[src/rtl/seven_seg_mux_if.sv]
// Segment-pattern inputs and display-pin outputs of the seven-segment scanner.
// The master supplies the four digit patterns; the slave (the scanner) drives the pins.
interface seven_seg_mux_if;
  logic [6:0] c1;
  logic [6:0] c2;
  logic [6:0] c3;
  logic [6:0] c4;
  logic [3:0] AN;
  logic [6:0] cathode;

  modport master (
    output c1, c2, c3, c4,
    input  AN, cathode
  );

  modport slave (
    input  c1, c2, c3, c4,
    output AN, cathode
  );
endinterface

[src/rtl/seven_seg_mux.sv]
// Time-multiplexed 4-digit common-anode seven-segment driver.
// One active-low anode at a time; anode and cathode registered on the same edge.
module seven_seg_mux #(
  parameter int TICK_CYCLES = 50000
) (
  input  logic              clk,
  input  logic              reset,
  seven_seg_mux_if.slave    bus
);

  localparam int             CW      = (TICK_CYCLES > 1) ? $clog2(TICK_CYCLES) : 1;
  localparam logic [CW-1:0]  CNT_MAX = CW'(TICK_CYCLES - 1);

  logic [CW-1:0] cnt_reg;
  logic [1:0]    idx_reg;
  logic [3:0]    an_reg;
  logic [6:0]    cathode_reg;

  logic [6:0]    pattern [4];
  logic [3:0]    an_sel  [4];

  assign pattern[0] = bus.c1;
  assign pattern[1] = bus.c2;
  assign pattern[2] = bus.c3;
  assign pattern[3] = bus.c4;

  // Index 0 is the leftmost digit, which sits on AN[3].
  generate
    for (genvar gi = 0; gi < 4; gi++) begin : g_anode
      assign an_sel[gi] = ~(4'b1000 >> gi);
    end
  endgenerate

  always_ff @(posedge clk) begin
    if (reset) begin
      cnt_reg     <= '0;
      idx_reg     <= 2'd0;
      an_reg      <= 4'b1111;
      cathode_reg <= 7'b1111111;
    end else begin
      an_reg      <= an_sel[idx_reg];
      cathode_reg <= pattern[idx_reg];
      if (cnt_reg == CNT_MAX) begin
        cnt_reg <= '0;
        idx_reg <= idx_reg + 2'd1;
      end else begin
        cnt_reg <= cnt_reg + CW'(1);
      end
    end
  end

  assign bus.AN      = an_reg;
  assign bus.cathode = cathode_reg;

endmodule

[src/flat_wrapper.sv]
// flat-port wrapper written by rule: the top's interface ports become plain ports
module seven_seg_mux_flat 
#(
  parameter int TICK_CYCLES = 50000
)
  (clk, reset, bus_c1, bus_c2, bus_c3, bus_c4, bus_AN, bus_cathode);
  seven_seg_mux_if bus_i ();
  input  logic clk;
  input  logic reset;
  input wire logic [$bits(bus_i.c1)-1:0] bus_c1;
  input wire logic [$bits(bus_i.c2)-1:0] bus_c2;
  input wire logic [$bits(bus_i.c3)-1:0] bus_c3;
  input wire logic [$bits(bus_i.c4)-1:0] bus_c4;
  output wire logic [$bits(bus_i.AN)-1:0] bus_AN;
  output wire logic [$bits(bus_i.cathode)-1:0] bus_cathode;
  assign bus_i.c1 = bus_c1;
  assign bus_i.c2 = bus_c2;
  assign bus_i.c3 = bus_c3;
  assign bus_i.c4 = bus_c4;
  assign bus_AN = bus_i.AN;
  assign bus_cathode = bus_i.cathode;
  seven_seg_mux #(.TICK_CYCLES(TICK_CYCLES)) u_core (.clk(clk), .reset(reset), .bus(bus_i));
endmodule
[config.mk]
export PLATFORM = sky130hd
export DESIGN_NAME = seven_seg_mux_flat
export DESIGN_NICKNAME = d
export VERILOG_FILES = /design/src/rtl/seven_seg_mux_if.sv /design/src/rtl/seven_seg_mux.sv /design/src/flat_wrapper.sv
export SDC_FILE = /design/constraint.sdc
export NUM_CORES = 1
export LEC_CHECK = 0
export ABC_AREA = 1
export BUFFER_PORTS_ARGS = -buffer_cell sky130_fd_sc_hd__buf_2
export CAP_MARGIN = 40
export CORE_ASPECT_RATIO = 0.5
export CORE_MARGIN = 2
export CORE_UTILIZATION = 50
export DETAILED_ROUTE_END_ITERATION = 6
export GPL_ROUTABILITY_DRIVEN = 0
export PLACE_DENSITY = 0.79
export SYNTH_ARGS = -nofsm -noshare
export SYNTH_HDL_FRONTEND = slang
export SYNTH_SLANG_ARGS = --single-unit
[constraint.sdc]
create_clock -name clk -period 4.26 [get_ports clk]
set_clock_uncertainty 0.05 [all_clocks]
set_input_delay 1.065 -clock clk [delete_from_list [all_inputs] [get_ports clk]]
set_output_delay 1.065 -clock clk [all_outputs]
set_load 0.03 [all_outputs]
; ---- Word-level counts from Yosys, hierarchy flattened
; Index checks and enable logic that the tools add are counted.
[op_classes]
n_addsub = 2
order_cmp = 1
n_eq_ne = 1
muxes = 6
n_bitwise = 1
reduce_logical = 1
[ops]
columns = cell, n
row1 = 16-bit by 1-bit adder with 16-bit output (second input constant), 1
row2 = 16-bit == test (second input constant), 1
row3 = 7-bit binary-select mux with 2-bit select, 1
row4 = 7-bit two-way mux, 2
row5 = 4-bit binary-select mux with 2-bit select, 1
row6 = 4-bit two-way mux, 2
row7 = 3-bit >= comparator (second input constant), 1
row8 = 2-bit inverter with 3-bit output, 1
row9 = 2-bit by 1-bit adder with 2-bit output (second input constant), 1
row10 = 2-bit OR reduction, 1
[totals]
reg_bits = 29
in_bits = 30
out_inout_bits = 11
word_cells = 16

; ---- Logic depth before layout (Yosys ltp)
[logic_depth]
depth_word = 4
depth_mapped = 8
ltp_nobuf = 8

; ---- Worst setup path before layout
; No wires, ideal clock.
[synth_timing]
kind = input -> register
start = in reset
end = reg u_core.cathode_reg[0] (netlist: u_core.bus.cathode[0])
setup_ps = 138
t_arrival_ps = 1590
required_time_ps = 4072
path_slack_ps = 2482
path_stages = 3
n_path_buf = 1
cell_sequence = inv_1 -> clkbuf_1 -> o211ai_1
[synth_lines]
columns = element, line
row1 = "start, declared", flat_wrapper.sv:9  ; input logic reset;
row2 = "end signal, assigned", seven_seg_mux.sv:42  ; cathode_reg <= pattern[idx_reg];
row3 = "end, declared", seven_seg_mux.sv:17  ; logic [6:0] cathode_reg;
; No word-level cell between the ends.

; ---- Final worst setup path
[layout_timing]
start = reg u_core.cathode_reg[6] (netlist: u_core.bus.cathode[6])
end = out bus_cathode[6]
[layout_lines]
columns = element, line
row1 = "end, declared", flat_wrapper.sv:15  ; output wire logic [$bits(bus_i.cathode)-1:0] bus_cathode;
; No word-level cell between the ends.

==> out/metrics.cfg <==
[logic_synthesis]
synth_seq_cells=29
yosysWarningCount=0
netlist_instances=193
synth_compound_area_share_pct=13.65
yosysUniqueCellTypes=25
syn_area_per_cell_um2=7.410
yosysSeqAreaShare_pct=40.59
syn_area_um2=1430
synth_top_family_by_area=simple AND/OR/NAND/NOR gates
synth_simple_gate_area_share_pct=31.85
synthMuxAreaShare_pct=0
syn_nets=228
synth_xor_area_share_pct=3.062
synth_fa_ha_area_share_pct=4.374

[global_route]
track_usage_pct=18.74
grt_start_max_net_pins=20
grt_pass1_wl_um=4802
antenna_found_initial=0
grt_overflow=0
grt_pass1_vias=1187

[cells_and_area]
final.fill_count=230
drive_above_1_share_pct=25.74
syn2layout_area_growth_pct=20.82
final_cell_mix=buf_2, nand2_1, nor2_1
seq_area_um2=580.6
final_common_cell=buf_2
nNetsFinal=271
antenna_cells=0
largest_reg_flops=16
multi_input_area_um2=757.0

[power_and_ir_drop]
seq_power_share_pct=52.5
p_per_area_nw_per_um2=309.9
internal_power_w=0.0004136
peakVddDrop_v=0.0001493
p_sw_w=0.0001218
p_leak_nw=0.6748
power_frac_comb_pct=8.1
switching_share_pct=22.75
p_clk_share_pct=39.5

[clock_network]
numCtsBuffers=5
cts_resized=0
postCtsHoldBufs=0
cts_tree=built
clockBufferDepth=2
cts_root_buf=clkbuf_8
clk_pin_slew_ps=60
postCtsSetupBuffers=0
clk_latency_ps=270
cts_max_level=2
cts_num_sinks=29

[critical_path]
worst_ep_required_time_ps=3140
cp_slowest_stage_delay_ps=320
crit_slowest_cell=dfxtp_1
cp-end-kind=output pin
cp-start-kind=register
crit_arrival_ps=780
crit_fanout=1
critPathTopFamily=flip-flops
cp_cell_sequence=buf_2
crit_type=reg -> out
worst-path-buf-inv=1

[outcome]
status=complete, no violations

[detailed_routing]
via_count=1372
routed_wl_um=2877
drc_errors=0
ant_nets=0
drt-initial-drc-count=106
firstDrtPassIters=4
routed_via_density=5.007
wl_per_cell_um=10.50

[sta]
min_period_ps=1895
slew_violations=0
setup_viol=0
timing.setup.tns_ps=0
final_critical_path_setup_slack_ps=2365
worst-slew-pin-transition_ps=543.4
max_freq_mhz=527.7
hold_viol=0
fin_crit_sh_pct=44.48
slew_headroom_pct=63.72
rsz0062_at_grt=false

[floorplan]
core_um2=2651
row_count=13
dieArea_um2=3330
io_pins=41
die_w_um=79.64
die_h_um=41.82
start_util_pct=53.94

[placement]
dpl_worst_slack_ps=2279
hpwl_um=2139
portBuffers=40

[worst_hold_path]
hold_path.class=reg -> reg

[flow_run]
cap_violations=0

cell families (layout without fill, tap and decap cells):
| group | count (synthesis) | in the layout |
|---|---|---|
| buf+inv | 21 | 65 |
| simple gates | 101 | 101 |
| fa+ha+maj | 5 | 5 |
| compound gates | 32 | 32 |
| xor+xnor | 5 | 5 |
| flops | 29 | 29 |
final cells by class:
| type | instances | area share (%) |
|---|---|---|
| inverters | 17 | 3.693 |
| clock buffers | 8 | 4.634 |
| well taps | 37 | 2.679 |
| repair buffers | 40 | 11.59 |
| flip-flops and latches | 29 | 33.60 |
| multi-input cells | 143 | 43.81 |
layer usage:
| layer | GRT usage, % | vias up | wire length [µm] |
|---|---|---|---|
| met5 | 0 | - | 0 |
| met2 | 29.41 | 52 | 1283 |
| met4 | 7.586 | 0 | 21 |
| met3 | 9.130 | 3 | 257 |
| li1 | - | 713 | - |
| met1 | 22.03 | 604 | 1315 |
power groups by stage:
| stage | clock network (W) | logic [W] | registers (W) |
|---|---|---|---|
| 2_1_floorplan | 0 | 0.0000177 | 0.000295 |
| 3_3_place_gp | 0 | 0.0000430 | 0.000287 |
| 3_5_place_dp | 0 | 0.0000436 | 0.000287 |
| 4_1_cts | 0.000217 | 0.0000436 | 0.000281 |
| 5_1_grt | 0.000229 | 0.0000479 | 0.000282 |
| 6_report | 0.000211 | 0.0000431 | 0.000281 |
final timing paths:
check	start	to	slack, ps	cells after the start
worst max-delay path	u_core.bus.cathode[6]	bus_cathode[6]	2370	1
worst min-delay path	u_core.cnt_reg[0]	u_core.cnt_reg[0]	420	1
worst max register to register	u_core.idx_reg[0]	u_core.idx_reg[1]	2470	6
worst min register to register	u_core.cnt_reg[0]	u_core.cnt_reg[0]	420	1
metrics by stage:
step | std cells | util, % | area, µm² | hold WS [ps] | power [W]
4_1_cts | 274 | 65.17 | 1728 | 419.7 | 0.0005416
2_1_floorplan | 193 | - | 1430 | 379.6 | 0.0003124
3_5_place_dp | 266 | 62.15 | 1648 | 405.7 | 0.0003305
3_3_place_gp | 266 | 62.15 | 1648 | 392.1 | 0.0003296
6_report | 274 | 65.17 | 1728 | 418.7 | 0.0005354
5_1_grt | 274 | 65.17 | 1728 | 463.4 | 0.0005582
cells in the mapped netlist (all sizes together):
library cell | instances | share of area [%]
xor2 | 3 | 1.8
buf | 3 | 1.7
xnor2 | 2 | 1.2
nand4 | 4 | 1.7
or2 | 9 | 3.9
clkbuf | 1 | 0.26
ha | 5 | 4.4
nor3 | 1 | 0.35
o211ai | 14 | 7.3
o21ai | 9 | 3.1
dfxtp | 29 | 41
nand3 | 10 | 3.8
nor2 | 38 | 11
nand2 | 39 | 11
a21oi | 9 | 3.1
clkinv | 1 | 0.26
inv | 16 | 4.2
No activity file was read; power rests on OpenSTA's default activity.
